--- config.mk ---
export PLATFORM = sky130hd
export DESIGN_NAME = muldiv_64
export DESIGN_NICKNAME = d
export VERILOG_FILES = /design/src/rtl/muldiv_pkg.sv /design/src/rtl/muldiv_64.sv
export SDC_FILE = /design/constraint.sdc
export NUM_CORES = 1
export LEC_CHECK = 0
export CAP_MARGIN = 0
export CORE_ASPECT_RATIO = 0.7
export CORE_MARGIN = 2
export CORE_UTILIZATION = 27
export DETAILED_ROUTE_END_ITERATION = 16
export PLACE_DENSITY_LB_ADDON = 0.12
export SETUP_SLACK_MARGIN = 0.5
export SLEW_MARGIN = 20
export SYNTH_ARGS = -nofsm -noshare
export SYNTH_HDL_FRONTEND = slang
export SYNTH_SLANG_ARGS = --single-unit
--- constraint.sdc ---
create_clock -name clk -period 11.1 [get_ports clk]
set_input_delay 2.22 -clock clk [delete_from_list [all_inputs] [get_ports clk]]
set_output_delay 2.22 -clock clk [all_outputs]
set_load 0.1 [all_outputs]
--- src/rtl/muldiv_pkg.sv ---
// Shared definitions for the iterative RV64M multiply/divide unit.
package muldiv_pkg;

    localparam int XLEN  = 64;
    // Wide enough to hold the iteration count XLEN itself.
    localparam int CNT_W = $clog2(XLEN + 1);

    typedef enum logic [2:0] {
        OP_MUL    = 3'd0,
        OP_MULH   = 3'd1,
        OP_MULHSU = 3'd2,
        OP_MULHU  = 3'd3,
        OP_DIV    = 3'd4,
        OP_DIVU   = 3'd5,
        OP_REM    = 3'd6,
        OP_REMU   = 3'd7
    } muldiv_op_t;

    typedef enum logic [1:0] {
        S_IDLE = 2'd0,
        S_CALC = 2'd1,
        S_DONE = 2'd2
    } muldiv_state_t;

    // funct3[2] separates the divide/remainder group from the multiplies.
    function automatic logic is_div(input muldiv_op_t o);
        return o[2];
    endfunction

endpackage

--- src/rtl/muldiv_64.sv ---
// Iterative RV64M multiply/divide unit, one bit per cycle on operand
// magnitudes with a final sign correction.
// Build option: MULDIV_DIV_EN enables the restoring divider (ops 4-7);
// without it those ops complete immediately with no register write.
//
// state  | meaning
// IDLE   | waiting for start
// CALC   | XLEN shift iterations, then one cycle to sign-correct the result
// DONE   | result presented for one cycle; start here is accepted
module muldiv_64
    import muldiv_pkg::*;
(
    input  logic            clk,
    input  logic            reset,
    input  logic            start,
    input  logic [2:0]      op,
    input  logic [4:0]      rd,
    input  logic [XLEN-1:0] rs1_data,
    input  logic [XLEN-1:0] rs2_data,
    output logic            busy,
    output logic            done,
    output logic            reg_write,
    output logic [4:0]      w_reg,
    output logic [XLEN-1:0] w_data
);

    muldiv_state_t   state_q;
    muldiv_op_t      op_q;
    logic [4:0]      rd_q;
    logic [2*XLEN-1:0] acc_q;
    logic [XLEN-1:0] opnd_q;
    logic [CNT_W-1:0] cnt_q;
    logic            neg_q;
    logic            busy_q, done_q, reg_write_q;
    logic [4:0]      w_reg_q;
    logic [XLEN-1:0] w_data_q;

    muldiv_op_t      op_in;
    logic            a_neg, b_neg;
    logic [XLEN-1:0] a_mag, b_mag;
    logic            short_cut, short_we;
    logic [XLEN-1:0] short_data;
    logic [XLEN:0]   mul_sum;
    logic [2*XLEN-1:0] step_next, prod_s;
    logic [XLEN-1:0] fin;

`ifdef MULDIV_DIV_EN
    logic            rneg_q;
    logic            div_zero, div_ovf;
    logic [XLEN:0]   div_sh;
    logic [XLEN-1:0] div_sub;
`endif

    // Decode the incoming request: operand signs, magnitudes and short-circuits.
    always_comb begin
        op_in = muldiv_op_t'(op);
        a_neg = (op_in inside {OP_MUL, OP_MULH, OP_MULHSU, OP_DIV, OP_REM}) && rs1_data[XLEN-1];
        b_neg = (op_in inside {OP_MUL, OP_MULH, OP_DIV, OP_REM}) && rs2_data[XLEN-1];
        a_mag = a_neg ? -rs1_data : rs1_data;
        b_mag = b_neg ? -rs2_data : rs2_data;
`ifdef MULDIV_DIV_EN
        div_zero   = is_div(op_in) && (rs2_data == '0);
        div_ovf    = (op_in inside {OP_DIV, OP_REM}) &&
                     (rs1_data == {1'b1, {(XLEN-1){1'b0}}}) && (rs2_data == '1);
        short_cut  = div_zero || div_ovf;
        short_we   = 1'b1;
        short_data = '0;
        if (div_zero)
            short_data = (op_in inside {OP_DIV, OP_DIVU}) ? '1 : rs1_data;
        else if (div_ovf)
            short_data = (op_in == OP_DIV) ? rs1_data : '0;
`else
        short_cut  = is_div(op_in);
        short_we   = 1'b0;
        short_data = '0;
`endif
    end

    // One iteration: shift-add for multiply, restoring subtract for divide.
    always_comb begin
        mul_sum   = {1'b0, acc_q[2*XLEN-1:XLEN]} + (acc_q[0] ? {1'b0, opnd_q} : '0);
        step_next = {mul_sum, acc_q[XLEN-1:1]};
`ifdef MULDIV_DIV_EN
        div_sh  = {acc_q[2*XLEN-1:XLEN], acc_q[XLEN-1]};
        div_sub = div_sh[XLEN-1:0] - opnd_q;
        if (is_div(op_q)) begin
            if (div_sh >= {1'b0, opnd_q})
                step_next = {div_sub, acc_q[XLEN-2:0], 1'b1};
            else
                step_next = {div_sh[XLEN-1:0], acc_q[XLEN-2:0], 1'b0};
        end
`endif
    end

    // Sign-correct and select the result once the iterations are finished.
    always_comb begin
        prod_s = neg_q ? -acc_q : acc_q;
        fin    = '0;
        case (op_q)
            OP_MUL:                        fin = prod_s[XLEN-1:0];
            OP_MULH, OP_MULHSU, OP_MULHU:  fin = prod_s[2*XLEN-1:XLEN];
`ifdef MULDIV_DIV_EN
            OP_DIV, OP_DIVU:  fin = neg_q  ? -acc_q[XLEN-1:0] : acc_q[XLEN-1:0];
            OP_REM, OP_REMU:  fin = rneg_q ? -acc_q[2*XLEN-1:XLEN] : acc_q[2*XLEN-1:XLEN];
`endif
            default:                       fin = '0;
        endcase
    end

    // Control FSM, datapath registers and registered outputs.
    always_ff @(posedge clk) begin
        if (reset) begin
            state_q     <= S_IDLE;
            op_q        <= OP_MUL;
            rd_q        <= '0;
            acc_q       <= '0;
            opnd_q      <= '0;
            cnt_q       <= '0;
            neg_q       <= 1'b0;
`ifdef MULDIV_DIV_EN
            rneg_q      <= 1'b0;
`endif
            busy_q      <= 1'b0;
            done_q      <= 1'b0;
            reg_write_q <= 1'b0;
            w_reg_q     <= '0;
            w_data_q    <= '0;
        end else begin
            done_q      <= 1'b0;
            reg_write_q <= 1'b0;
            case (state_q)
                S_IDLE, S_DONE: begin
                    if (start) begin
                        op_q  <= op_in;
                        rd_q  <= rd;
                        neg_q <= a_neg ^ b_neg;
`ifdef MULDIV_DIV_EN
                        rneg_q <= a_neg;
`endif
                        if (short_cut) begin
                            state_q     <= S_DONE;
                            busy_q      <= 1'b0;
                            done_q      <= 1'b1;
                            w_reg_q     <= rd;
                            w_data_q    <= short_data;
                            reg_write_q <= short_we && (rd != 5'd0);
                        end else begin
                            state_q <= S_CALC;
                            busy_q  <= 1'b1;
                            cnt_q   <= CNT_W'(XLEN);
`ifdef MULDIV_DIV_EN
                            if (is_div(op_in)) begin
                                acc_q  <= {{XLEN{1'b0}}, a_mag};
                                opnd_q <= b_mag;
                            end else begin
                                acc_q  <= {{XLEN{1'b0}}, b_mag};
                                opnd_q <= a_mag;
                            end
`else
                            acc_q  <= {{XLEN{1'b0}}, b_mag};
                            opnd_q <= a_mag;
`endif
                        end
                    end else begin
                        state_q <= S_IDLE;
                    end
                end
                S_CALC: begin
                    if (cnt_q != '0) begin
                        cnt_q <= cnt_q - 1'b1;
                        acc_q <= step_next;
                    end else begin
                        state_q     <= S_DONE;
                        busy_q      <= 1'b0;
                        done_q      <= 1'b1;
                        w_reg_q     <= rd_q;
                        w_data_q    <= fin;
                        reg_write_q <= (rd_q != 5'd0);
                    end
                end
                default: state_q <= S_IDLE;
            endcase
        end
    end

    assign busy      = busy_q;
    assign done      = done_q;
    assign reg_write = reg_write_q;
    assign w_reg     = w_reg_q;
    assign w_data    = w_data_q;

endmodule

==> flow_summary.json <==
{
  "die_h_um": 233,
  "die_w_um": 331,
  "worst_slew_pin_slew_ns": 1.07,
  "whs_ns": 0.460,
  "critPathLaunchType": "input pin",
  "syn_avg_cell_area_um2": 7.51,
  "cts_made_buffers": 35,
  "layout_common_cells": "nand2_1 (287), dfxtp_1 (281), nor2_1 (244), a21oi_1 (222), clkdlybuf4s50_1 (209)",
  "die_area_um2": 77200,
  "wl_um": 84200,
  "period_share": 0.486,
  "clock-root-buffer": "clkbuf_16",
  "min_path_type": "flop to flop",
  "num-nets-final": 3002,
  "place.gp.congestion": 0.966,
  "largest_reg_flops": 128,
  "rsz0062_at_grt": "false",
  "hold_path_depth": 2,
  "setup_viol": 0,
  "hold_path_end": "opnd_q[0]$_SDFFE_PP0P_",
  "start_util": 0.274,
  "cts_tree": "built",
  "reg2regPathDepth": 14,
  "pwr_density_cell_nw_per_um2": 124,
  "wl_per_cell_um": 22.2,
  "post_cts_resized": 0,
  "clock.fmax_mhz": 185,
  "cp.arrival_ns": 5.82,
  "grt_pass1_wl_um": 126000,
  "drv_slew": 0,
  "crit_type": "input pin to flop",
  "layout-drive-gt1-share": 0.0476,
  "drt_iter0_drc": 1959,
  "rr_startpoint": "acc_q[0]$_SDFFE_PP0P_",
  "syn_inst": 2693,
  "grt_max_degree": 90,
  "status": "finished clean",
  "clkSlewWorstSetupHoldPaths_ns": 0.07,
  "yosysUniqueCellTypes": 82,
  "hold_buffers": 0,
  "leakagePower_nw": 8.76,
  "drcViolationCount": 0,
  "final_common_cell": "nand2_1",
  "clock_latency_ns": 0.55,
  "synthArstFlopShare": 0,
  "dpl-instance-area_um2": 23200,
  "ys_seq_elements": 282,
  "clockBufferDepth": 3,
  "ys_dominant_reg_cell": "dfxtp_1",
  "vias": 20900,
  "path_max_fanout": 8,
  "cp-startpoint": "rs2_data[23]",
  "grt_usage": 0.213,
  "finalCriticalPeriod_ns": 5.39,
  "ir_worst_vdd_v": 0.0000737,
  "worst_setup_path_end_kind": "flop",
  "io_buffer_count": 210,
  "setup_tns_ns": 0,
  "drt-pass1-iter-count": 6,
  "antenna_cells": 0,
  "row_count": 83,
  "drv_cap": 0,
  "core_um2": 73700,
  "via_per_inst": 5.50,
  "hold_viol": 0,
  "htreeDepth": 2,
  "ys_seq_area_frac": 0.279,
  "antenna_found_initial": 1,
  "worstHoldStart": "opnd_q[0]$_SDFFE_PP0P_",
  "area_growth_pct": 20.4,
  "fillers": 7874,
  "r2r_end": "acc_q[119]$_SDFFE_PP0P_",
  "post_synth_instance_area_um2": 20200,
  "ant_nets": 0,
  "synth_nets": 2901,
  "post-cts-setup-buffers": 0,
  "skew_ns": 0.0234,
  "regMostFlops": "acc_q",
  "grt_remaining_overflow": 0,
  "final_area_um2": 24400,
  "synth_edf_count": 0,
  "relSlewSlack": 0.286,
  "ios": 211,
  "cts.sinks": 282,
  "r2r_slack_ns": 5.89,
  "dp_hpwl_um": 65800,
  "grt_pass1_vias": 19400,
  "yosys_warnings": 0,
  "worstPathRequired_ns": 11.53
}
cell type report:
class / instances / area, um2 / share of cell area
Clock inverter: 12 / 175 / 0.00719
Tap cell: 977 / 1220 / 0.0502
Multi-Input combinational cell: 2198 / 13800 / 0.568
Sequential cell: 282 / 5650 / 0.232
Clock buffer: 48 / 1010 / 0.0413
Timing Repair Buffer: 241 / 2340 / 0.0959
Inverter: 36 / 135 / 0.00555
per-stage QoR:
step / total power [mW] / std cells / util / worst slack [ns]
final: 3.01 / 3794 / 0.330 / 5.71
after global routing: 3.14 / 3794 / 0.330 / 5.33
after CTS: 3.03 / 3794 / 0.330 / 5.75
after detailed placement: 1.82 / 3734 / 0.314 / 5.16
after global placement: 1.82 / 3734 / 0.314 / 5.34
after floorplan: 1.55 / 2693 / - / 6.30
synth_stat cells, drive strengths merged, types with 22 or more instances:
library cell	number	area, um2
and2	77	482
a221oi	25	219
nor2	249	935
o21ai	191	956
a211oi	71	533
nor4	47	322
clkbuf	166	623
o41ai	32	314
nand2b	22	138
ha	68	851
nand3	72	360
or4	37	293
a21o	28	210
xor2	137	1200
a21oi	222	1110
a31oi	27	169
a22oi	80	601
nand4	34	225
inv	36	135
or3	54	348
dfxtp	282	5650
xnor2	148	1300
o31ai	56	463
nand2	288	1080
nor3	69	355
cells by family (layout without fill, tap and decap cells):
logic type | count (synthesis) | in the layout | synth area share
and+or+nand+nor | 1006 | 1006 | 0.245
muxes | 5 | 5 | 0.00254
buffers and inverters | 213 | 337 | 0.0399
AOI/OAI and AO/OA | 833 | 833 | 0.267
DFF | 282 | 282 | 0.279
adders and majority gates | 69 | 69 | 0.0430
xor gates and xnor gates | 285 | 285 | 0.123
critical path, cell delays in order:
cell	delay (ns)
clkdlybuf4s50_1	0.45
or4_1	0.60
or3_1	0.44
nor4_2	0.68
nand3_1	0.45
o41ai_1	0.45
xor2_1	0.11
a2111oi_0	0.42
metal layers:
| layer | up-vias | share of wire | global-route usage |
|---|---|---|---|
| li1 | 10100 | - | - |
| met1 | 10100 | 0.51 | 0.333 |
| met2 | 657 | 0.39 | 0.293 |
| met3 | 78 | 0.078 | 0.0456 |
| met4 | 2 | 0.015 | 0.0397 |
| met5 | - | 0.00013 | 0 |
worst max path at each step:
| stage | end | slack (ns) | depth (start not counted) |
|---|---|---|---|
| 5_1_grt | acc_q[48]$_SDFFE_PP0P_ | 5.33 | 8 |
| 2_1_floorplan | opnd_q[57]$_SDFFE_PP0P_ | 6.30 | 9 |
| 4_1_cts | acc_q[48]$_SDFFE_PP0P_ | 5.75 | 8 |
| 3_3_place_gp | acc_q[48]$_SDFFE_PP0P_ | 5.34 | 8 |
| 3_5_place_dp | acc_q[48]$_SDFFE_PP0P_ | 5.16 | 8 |
| 6_report | acc_q[48]$_SDFFE_PP0P_ | 5.71 | 8 |
power breakdown:
group / leakage [nW] / internal, mW / switching [mW]
clock: 0.571 / 0.727 / 0.478
sequential: 2.30 / 1.06 / 0.0698
combinational: 5.90 / 0.236 / 0.441
total: 8.76 / 2.02 / 0.989
Power figures use the tool's default switching activity.
